`config.mk`:
```
export PLATFORM = sky130hd
export DESIGN_NAME = shift_encode_rr_arbiter
export DESIGN_NICKNAME = d
export VERILOG_FILES = /design/src/rtl/shift_encode_rr_arbiter.sv
export SDC_FILE = /design/constraint.sdc
export NUM_CORES = 1
export LEC_CHECK = 0
export ABC_AREA = 1
export CORE_MARGIN = 5
export CORE_UTILIZATION = 57
export DETAILED_ROUTE_END_ITERATION = 8
export PLACE_DENSITY = 0.88
export SLEW_MARGIN = 25
export SYNTH_ARGS = -nofsm -noshare
export SYNTH_HDL_FRONTEND = slang
export SYNTH_SLANG_ARGS = --single-unit
```
`constraint.sdc`:
```
create_clock -name clk -period 6.59 [get_ports clk]
set_input_delay 1.6475 -clock clk [delete_from_list [all_inputs] [get_ports clk]]
set_output_delay 1.6475 -clock clk [all_outputs]
set_load 0.03 [all_outputs]
```
`src/rtl/shift_encode_rr_arbiter.sv`:
```
// Eight-way round-robin arbiter built on a rotate/priority-encode unit.
// Optional forced release after HOLD_MAX cycles is enabled by defining SEA_TIMEOUT_EN.

module shift_encode_unit (
  input  logic [7:0] data_in,
  input  logic [1:0] mode,     // 00 pass, 01 shift left, 10 rotate left, 11 rotate right
  input  logic [2:0] shamt,
  output logic [2:0] pe_out,
  output logic       pe_valid
);

  logic [7:0] shifted;

  // NOTE: every variable written in an always_comb gets a default first, so no path can infer a latch.
  always_comb begin
    shifted = data_in;
    unique case (mode)
      2'b00: shifted = data_in;
      2'b01: for (int i = 0; i < 8; i++)
               shifted[i] = (3'(i) >= shamt) ? data_in[3'(i) - shamt] : 1'b0;
      2'b10: for (int i = 0; i < 8; i++) shifted[i] = data_in[3'(i) - shamt];
      2'b11: for (int i = 0; i < 8; i++) shifted[i] = data_in[3'(i) + shamt];
      default: shifted = data_in;
    endcase
  end

  // Highest set bit wins.
  always_comb begin
    pe_out = 3'd0;
    for (int i = 0; i < 8; i++)
      if (shifted[i]) pe_out = 3'(i);
  end

  assign pe_valid = |shifted;

endmodule

module shift_encode_rr_arbiter #(
  parameter int unsigned HOLD_MAX = 16
) (
  input  logic       clk,
  input  logic       rst_n,
  input  logic [7:0] req,
  input  logic       done,
  output logic [7:0] gnt,
  output logic [2:0] gnt_idx,
  output logic       gnt_valid,
  output logic       timeout
);

  typedef enum logic {IDLE, GRANT} state_t;

  state_t     state_q, state_d;
  logic [2:0] ptr_q, ptr_d;
  logic [7:0] gnt_q, gnt_d;
  logic [2:0] gnt_idx_q, gnt_idx_d;
  logic       gnt_valid_q, gnt_valid_d;
  logic       timeout_q, timeout_d;

  logic [2:0] pe_out;
  logic       pe_valid;
  logic [2:0] winner;
  logic       expiry;
  logic       rel;

  if (HOLD_MAX < 1 || HOLD_MAX > 255) begin : g_bad_hold_max
    $error("HOLD_MAX must be in 1..255");
  end

  // Rotating left by -ptr puts requester ptr-1 at bit 7, making the last grantee lowest priority.
  shift_encode_unit u_seu (
    .data_in  (req),
    .mode     (2'b10),
    .shamt    (3'd0 - ptr_q),
    .pe_out   (pe_out),
    .pe_valid (pe_valid)
  );

  assign winner = pe_out + ptr_q;

`ifdef SEA_TIMEOUT_EN
  localparam logic [7:0] HOLD_LAST = 8'(HOLD_MAX - 1);

  logic [7:0] hold_cnt_q, hold_cnt_d;

  // Expiry only counts when nothing else is releasing, so done or a dropped request suppress the pulse.
  assign expiry = (state_q == GRANT) && (hold_cnt_q == HOLD_LAST) && !done && req[gnt_idx_q];

  always_comb begin
    hold_cnt_d = hold_cnt_q;
    if (state_q == IDLE && pe_valid)
      hold_cnt_d = 8'd0;
    else if (state_q == GRANT && !rel && hold_cnt_q != 8'hFF)
      hold_cnt_d = hold_cnt_q + 8'd1;
  end

  always_ff @(posedge clk) begin
    if (!rst_n) hold_cnt_q <= 8'd0;
    else        hold_cnt_q <= hold_cnt_d;
  end
`else
  assign expiry = 1'b0;
`endif

  assign rel = done || !req[gnt_idx_q] || expiry;

  always_comb begin
    state_d     = state_q;
    ptr_d       = ptr_q;
    gnt_d       = gnt_q;
    gnt_idx_d   = gnt_idx_q;
    gnt_valid_d = gnt_valid_q;
    timeout_d   = 1'b0;
    unique case (state_q)
      IDLE: begin
        if (pe_valid) begin
          state_d     = GRANT;
          gnt_idx_d   = winner;
          gnt_d       = 8'b1 << winner;
          gnt_valid_d = 1'b1;
          ptr_d       = winner;
        end
      end
      GRANT: begin
        if (rel) begin
          state_d     = IDLE;
          gnt_d       = 8'd0;
          gnt_valid_d = 1'b0;
          timeout_d   = expiry;
        end
      end
      default: state_d = IDLE;
    endcase
  end

  // NOTE: sequential state uses non-blocking assignments so every flop samples pre-edge values.
  always_ff @(posedge clk) begin
    if (!rst_n) begin
      state_q     <= IDLE;
      ptr_q       <= 3'd0;
      gnt_q       <= 8'd0;
      gnt_idx_q   <= 3'd0;
      gnt_valid_q <= 1'b0;
      timeout_q   <= 1'b0;
    end else begin
      state_q     <= state_d;
      ptr_q       <= ptr_d;
      gnt_q       <= gnt_d;
      gnt_idx_q   <= gnt_idx_d;
      gnt_valid_q <= gnt_valid_d;
      timeout_q   <= timeout_d;
    end
  end

  assign gnt       = gnt_q;
  assign gnt_idx   = gnt_idx_q;
  assign gnt_valid = gnt_valid_q;
  assign timeout   = timeout_q;

endmodule

```
Word level (Yosys, flattened, before mapping)
Index checks and enable logic that the tools add are counted.

cells by class
  add/sub/neg operators = 10
  order comparisons = 9
  equal/unequal tests = 2
  shifts and indexed selects = 1
  mux-type cells = 34
  bitwise logic cells = 1
  reductions and logical operators = 5

operators by type and width
  cell                   count
  $lt A3 B4 Y1 const B   9
  $bmux W1 S3            9
  $mux W8                2
  $pmux W8 S2            1
  $mux W1                14
  $mux W3                4
  $sub A3 B3 Y3 const A  4
  $sub A1 B3 Y3 const A  3
  $reduce_or A8 Y1       1
  $shl A1 B3 Y8 const A  1
  $sub A2 B3 Y3 const A  2
  $mux W2                2
  $pmux W1 S2            2
  $reduce_and A2 Y1      2
  $add A3 B3 Y3          1
  $ne A2 B1 Y1 const B   1
  $ne A2 B2 Y1 const B   1
  $logic_not A1 Y1       1
  $logic_or A1 B1 Y1     1
  $not A1 Y1             1

storage, ports and cells
  register bits after elaboration = 13
  bits of input ports = 11
  output and inout port bits = 13
  word-level logic and storage cells = 66

Longest topological paths before layout
  word-level depth = 15
  mapped depth = 24
  mapped depth without buffers = 23

Hierarchy
A second synthesis with hierarchy kept.

unflattened totals
  cells, all modules = 310
  area total of the unflattened synthesis = 1,774.2 um^2

modules (own cells, without submodules)
  module                   instances  cells an instance  area each (um^2)  seq. area each (um^2)
  shift_encode_unit        1          202                1,018.5           0.0
  shift_encode_rr_arbiter  1          108                755.7             260.2

Least setup slack after synthesis
No wires, ideal clock.

  kind = input to register
  start point = in req[1]
  end point = reg gnt_q[0] (netlist: gnt[0])
  library setup time = 72 ps
  data arrival time = 3,546 ps
  data required time = 6,518 ps
  slack = 2,972 ps
  stages = 21
  buffers on the path = 0
  path through = inv_1 -> nand2_1 -> nand2_1 -> nand2_1 -> nand2_1 -> nand2_1 -> nand2_1 -> nand3_1 -> a21oi_1 -> o21ai_0 -> nand2_1 -> ha_1 -> inv_1 -> fa_1 -> xor2_1 -> inv_1 -> nand3_1 -> nand2_2 -> nor2_4 -> nand2_1 -> a21oi_1

on the way
  word-level cells in the longest chain between the ends = 13
  elaborated cells between the ends (all ways) = 35
  those cells by class = add/sub (1); eq/ne (2); shift (1); mux (27); reduce/logical (4)

RTL lines
  what                           RTL line  RTL
  start: declaration             43        input logic [7:0] req,
  $bmux W1 S3                    21        2'b10: for (int i = 0; i < 8; i++) shifted[i] = data_in[3'(i) - shamt];
  $mux W1 (implied by the code)  21
  $mux W1                        31        if (shifted[i]) pe_out = 3'(i);
  $mux W2 (2 in a row)           31
  $mux W3 (4 in a row)           31
  $add A3 B3 Y3                  79        assign winner = pe_out + ptr_q;
  $shl A1 B3 Y8                  119       gnt_d = 8'b1 << winner;
  $mux W8                        116       if (pe_valid) begin
  $pmux W8 S2                    114       unique case (state_q)
  end signal: assignment         148       gnt_q <= gnt_d;
  end: declaration               55        logic [7:0] gnt_q, gnt_d;

Parallel ways exist; a longest one is shown, timed or not. The select of a mux whose other input is x is not followed.
A chain may end at the register's enable or synchronous reset.

Final worst setup path
  start point = in req[1]
  end point = reg gnt_q[1] (netlist: gnt[1])

Same word-level chain as after synthesis.

==> run metrics <==
Longest Clk Path Bufs 2; worst reg-to-reg path cell count 23; crit path capture type register; hold path startpoint gnt[6]; drt drc 0; core area 2230 um^2; flops & latches, synth 13; Root Buffer clkbuf_4; top cell type's share of synthesized area 34.7%; Final Wtd Congestion 0.892; worst-path cell chain clkdlybuf4s50_1 > inv_1 > nand2_1 > nand2_1 > nand2_1 > nand2_1 > nand2_1 > nand2_1 > nand3_1 > a21oi_1 > o21ai_0 > nand2_1 > ha_1 > inv_1 > fa_1 > xor2_1 > inv_1 > nand3_1 > nand2_2 > nor2_4 > nand2_1 > a21oi_1; Core Util, Final 70.1%; post-synthesis sequential area ratio 19.4%; CP max FO 6; Worst-Margin Slew 0.615 ns; Post-CTS Setup Inserts 0; Final Skew 0.000446 ns; drt first pass iters 4; Die H 58.5 um; Setup TNS 0 ns; Starting Density 60.0%; met2 usage 29.5%; RSZ-0062 raised after global routing false; GR Util met3 4.82%; io pins 24; die area 3420 um^2; CTS tree yes; nets 282; Critical Path AT 4.31 ns; largest net degree at the start of global routing 19; H-tree depth 1; WS Path Type in -> reg; vias 1548; Post-CTS Resized 0; Hold Crit Class reg -> reg; post-synth design cell area 1340 um^2; Syn Nets 261; crit-path max cell delay 0.47 ns; clock buffer count from CTS 3; Routed WL 3.31 mm; Yosys top cell by area nand2_1; grt ovf 0; DP Wirelength 2.63 mm; Final Hold Viols 0; Slowest cell on crit path clkdlybuf4s50_1; Port Buf Inserts 22; first-pass GRT wire length 5.87 mm; WP data required 6.80 ns; status completed; startpoint types input port; most used cell, CP nand2_1; vias in the first global route 1347; Area contributors post-synth nand2_1 (35%), dfxtp_1 (19%), nand3_1 (12%), inv_1 (5.6%), a21oi_1 (4.9%); synthesized area per cell 5.45 um^2; count of max-cap constraint violations 0; Clk Latency, worst-skew pair 0.27 ns; flop2flop setup slack 2.51 ns; Slew Limit Headroom 59.0%; Max Fclk 244 MHz; Rows 17; ant diodes 0; ANT nets after route 0; share of cells above drive strength 1 8.65%; Ys Warns 0; Hold Buf Count CTS 0; Worst Hold Depth 2; Most Crowded Layer GR met1; die width 58.5 um; CTS sink cnt 13; clk slew on worst S/H paths 0.08 ns; synth unique cells 23; initial antenna violation count 0; pins over their slew limit 0; min cycle time layout 4.10 ns; most common cell after layout, fill and taps aside nand2_1; DR iter-0 viols 104; commonest cells after routing, fill and taps aside nand2_1 (124), nand3_1 (31), clkdlybuf4s50_1 (22); vias per inst 5.27; gr usage total 21.7%; post-synthesis cell count 246; fin crit share 62.2%; area grow syn2layout 16.8%; Setup violations, final 0; Routed wire per std cell 11.2 um; GRT met1 Usage 33.7%; WHS Endpoint gnt[6]; r2r endpoint gnt[1]; R2R Path Start gnt_idx[0]
## worst max-delay path by stage
stage,start,to,slack (ns)
after floorplan,req[1],gnt[0],2.97
after global placement,req[1],gnt[2],2.32
after detailed placement,req[5],gnt[1],2.19
after CTS,req[5],gnt[0],2.49
after global routing,gnt_idx[0],gnt[0],2.08
final,req[1],gnt[1],2.49
## critical path, delay by kind of cell
family | cells | cell delay [ns]
buffers and inverters | 4 | 0.66
adder cells (fa/ha/maj) | 2 | 0.52
XOR/XNOR | 1 | 0.20
AND/OR/NAND/NOR | 12 | 0.97
AO/OA/AOI/OAI | 3 | 0.33
## flip-flops by register name, indices dropped and copies added, names as in the netlist
name	count
state_q	1
gnt_valid	1
gnt	8
gnt_idx	3
## cell usage after synthesis
| library cell | n |
|---|---|
| o211ai_1 | 2 |
| buf_8 | 1 |
| fa_1 | 1 |
| nor2_4 | 1 |
| a21oi_1 | 13 |
| o21ai_0 | 4 |
| nor2_1 | 6 |
| ha_1 | 3 |
| nand2_4 | 1 |
| o21ai_2 | 1 |
| nand3_1 | 31 |
| dfxtp_1 | 13 |
| buf_4 | 4 |
| nand3_2 | 1 |
| clkinv_1 | 1 |
| xor2_1 | 1 |
| inv_1 | 20 |
| buf_6 | 1 |
| nand2_2 | 9 |
| inv_2 | 4 |
| nor2_2 | 3 |
| nand2_1 | 124 |
| conb_1 | 1 |
## cell families (layout without fill, tap and decap cells)
| group | after synthesis | count (layout) | share of synthesized area (%) |
|---|---|---|---|
| compound gates | 20 | 20 | 8.12 |
| simple gates | 176 | 176 | 56.0 |
| fa+ha+maj | 4 | 4 | 4.30 |
| other cells | 1 | 1 | 0.280 |
| flops | 13 | 13 | 19.4 |
| buf+inv | 31 | 51 | 11.2 |
| xor+xnor | 1 | 1 | 0.654 |
## area by class of cell
class / count / area (um^2)
inverter: 25 / 93.8
timing repair buffer: 22 / 220
fill: 208 / 668
clock buffer: 4 / 26.3
multi-input combinational: 202 / 930
sequential: 13 / 260
tap: 28 / 35.0
## stage by stage
stage	hold WS, ns	setup slack (ns)	std cells	cell area (um^2)
global route	0.528	2.08	294	1570
floorplan	0.610	2.97	246	1340
CTS	0.490	2.49	294	1570
finish	0.487	2.49	294	1570
detailed placement	0.481	2.19	290	1540
global placement	0.476	2.32	290	1540
## per-layer routing
metal	up-vias	wire (um)
met3	2	227
met2	55	1400
met1	687	1670
li1	804	-
met4	0	8
met5	-	0
Power is left out: the tool's default activity adds up to more than one toggle a clock period on the data nets, which glitch-free logic cannot reach.
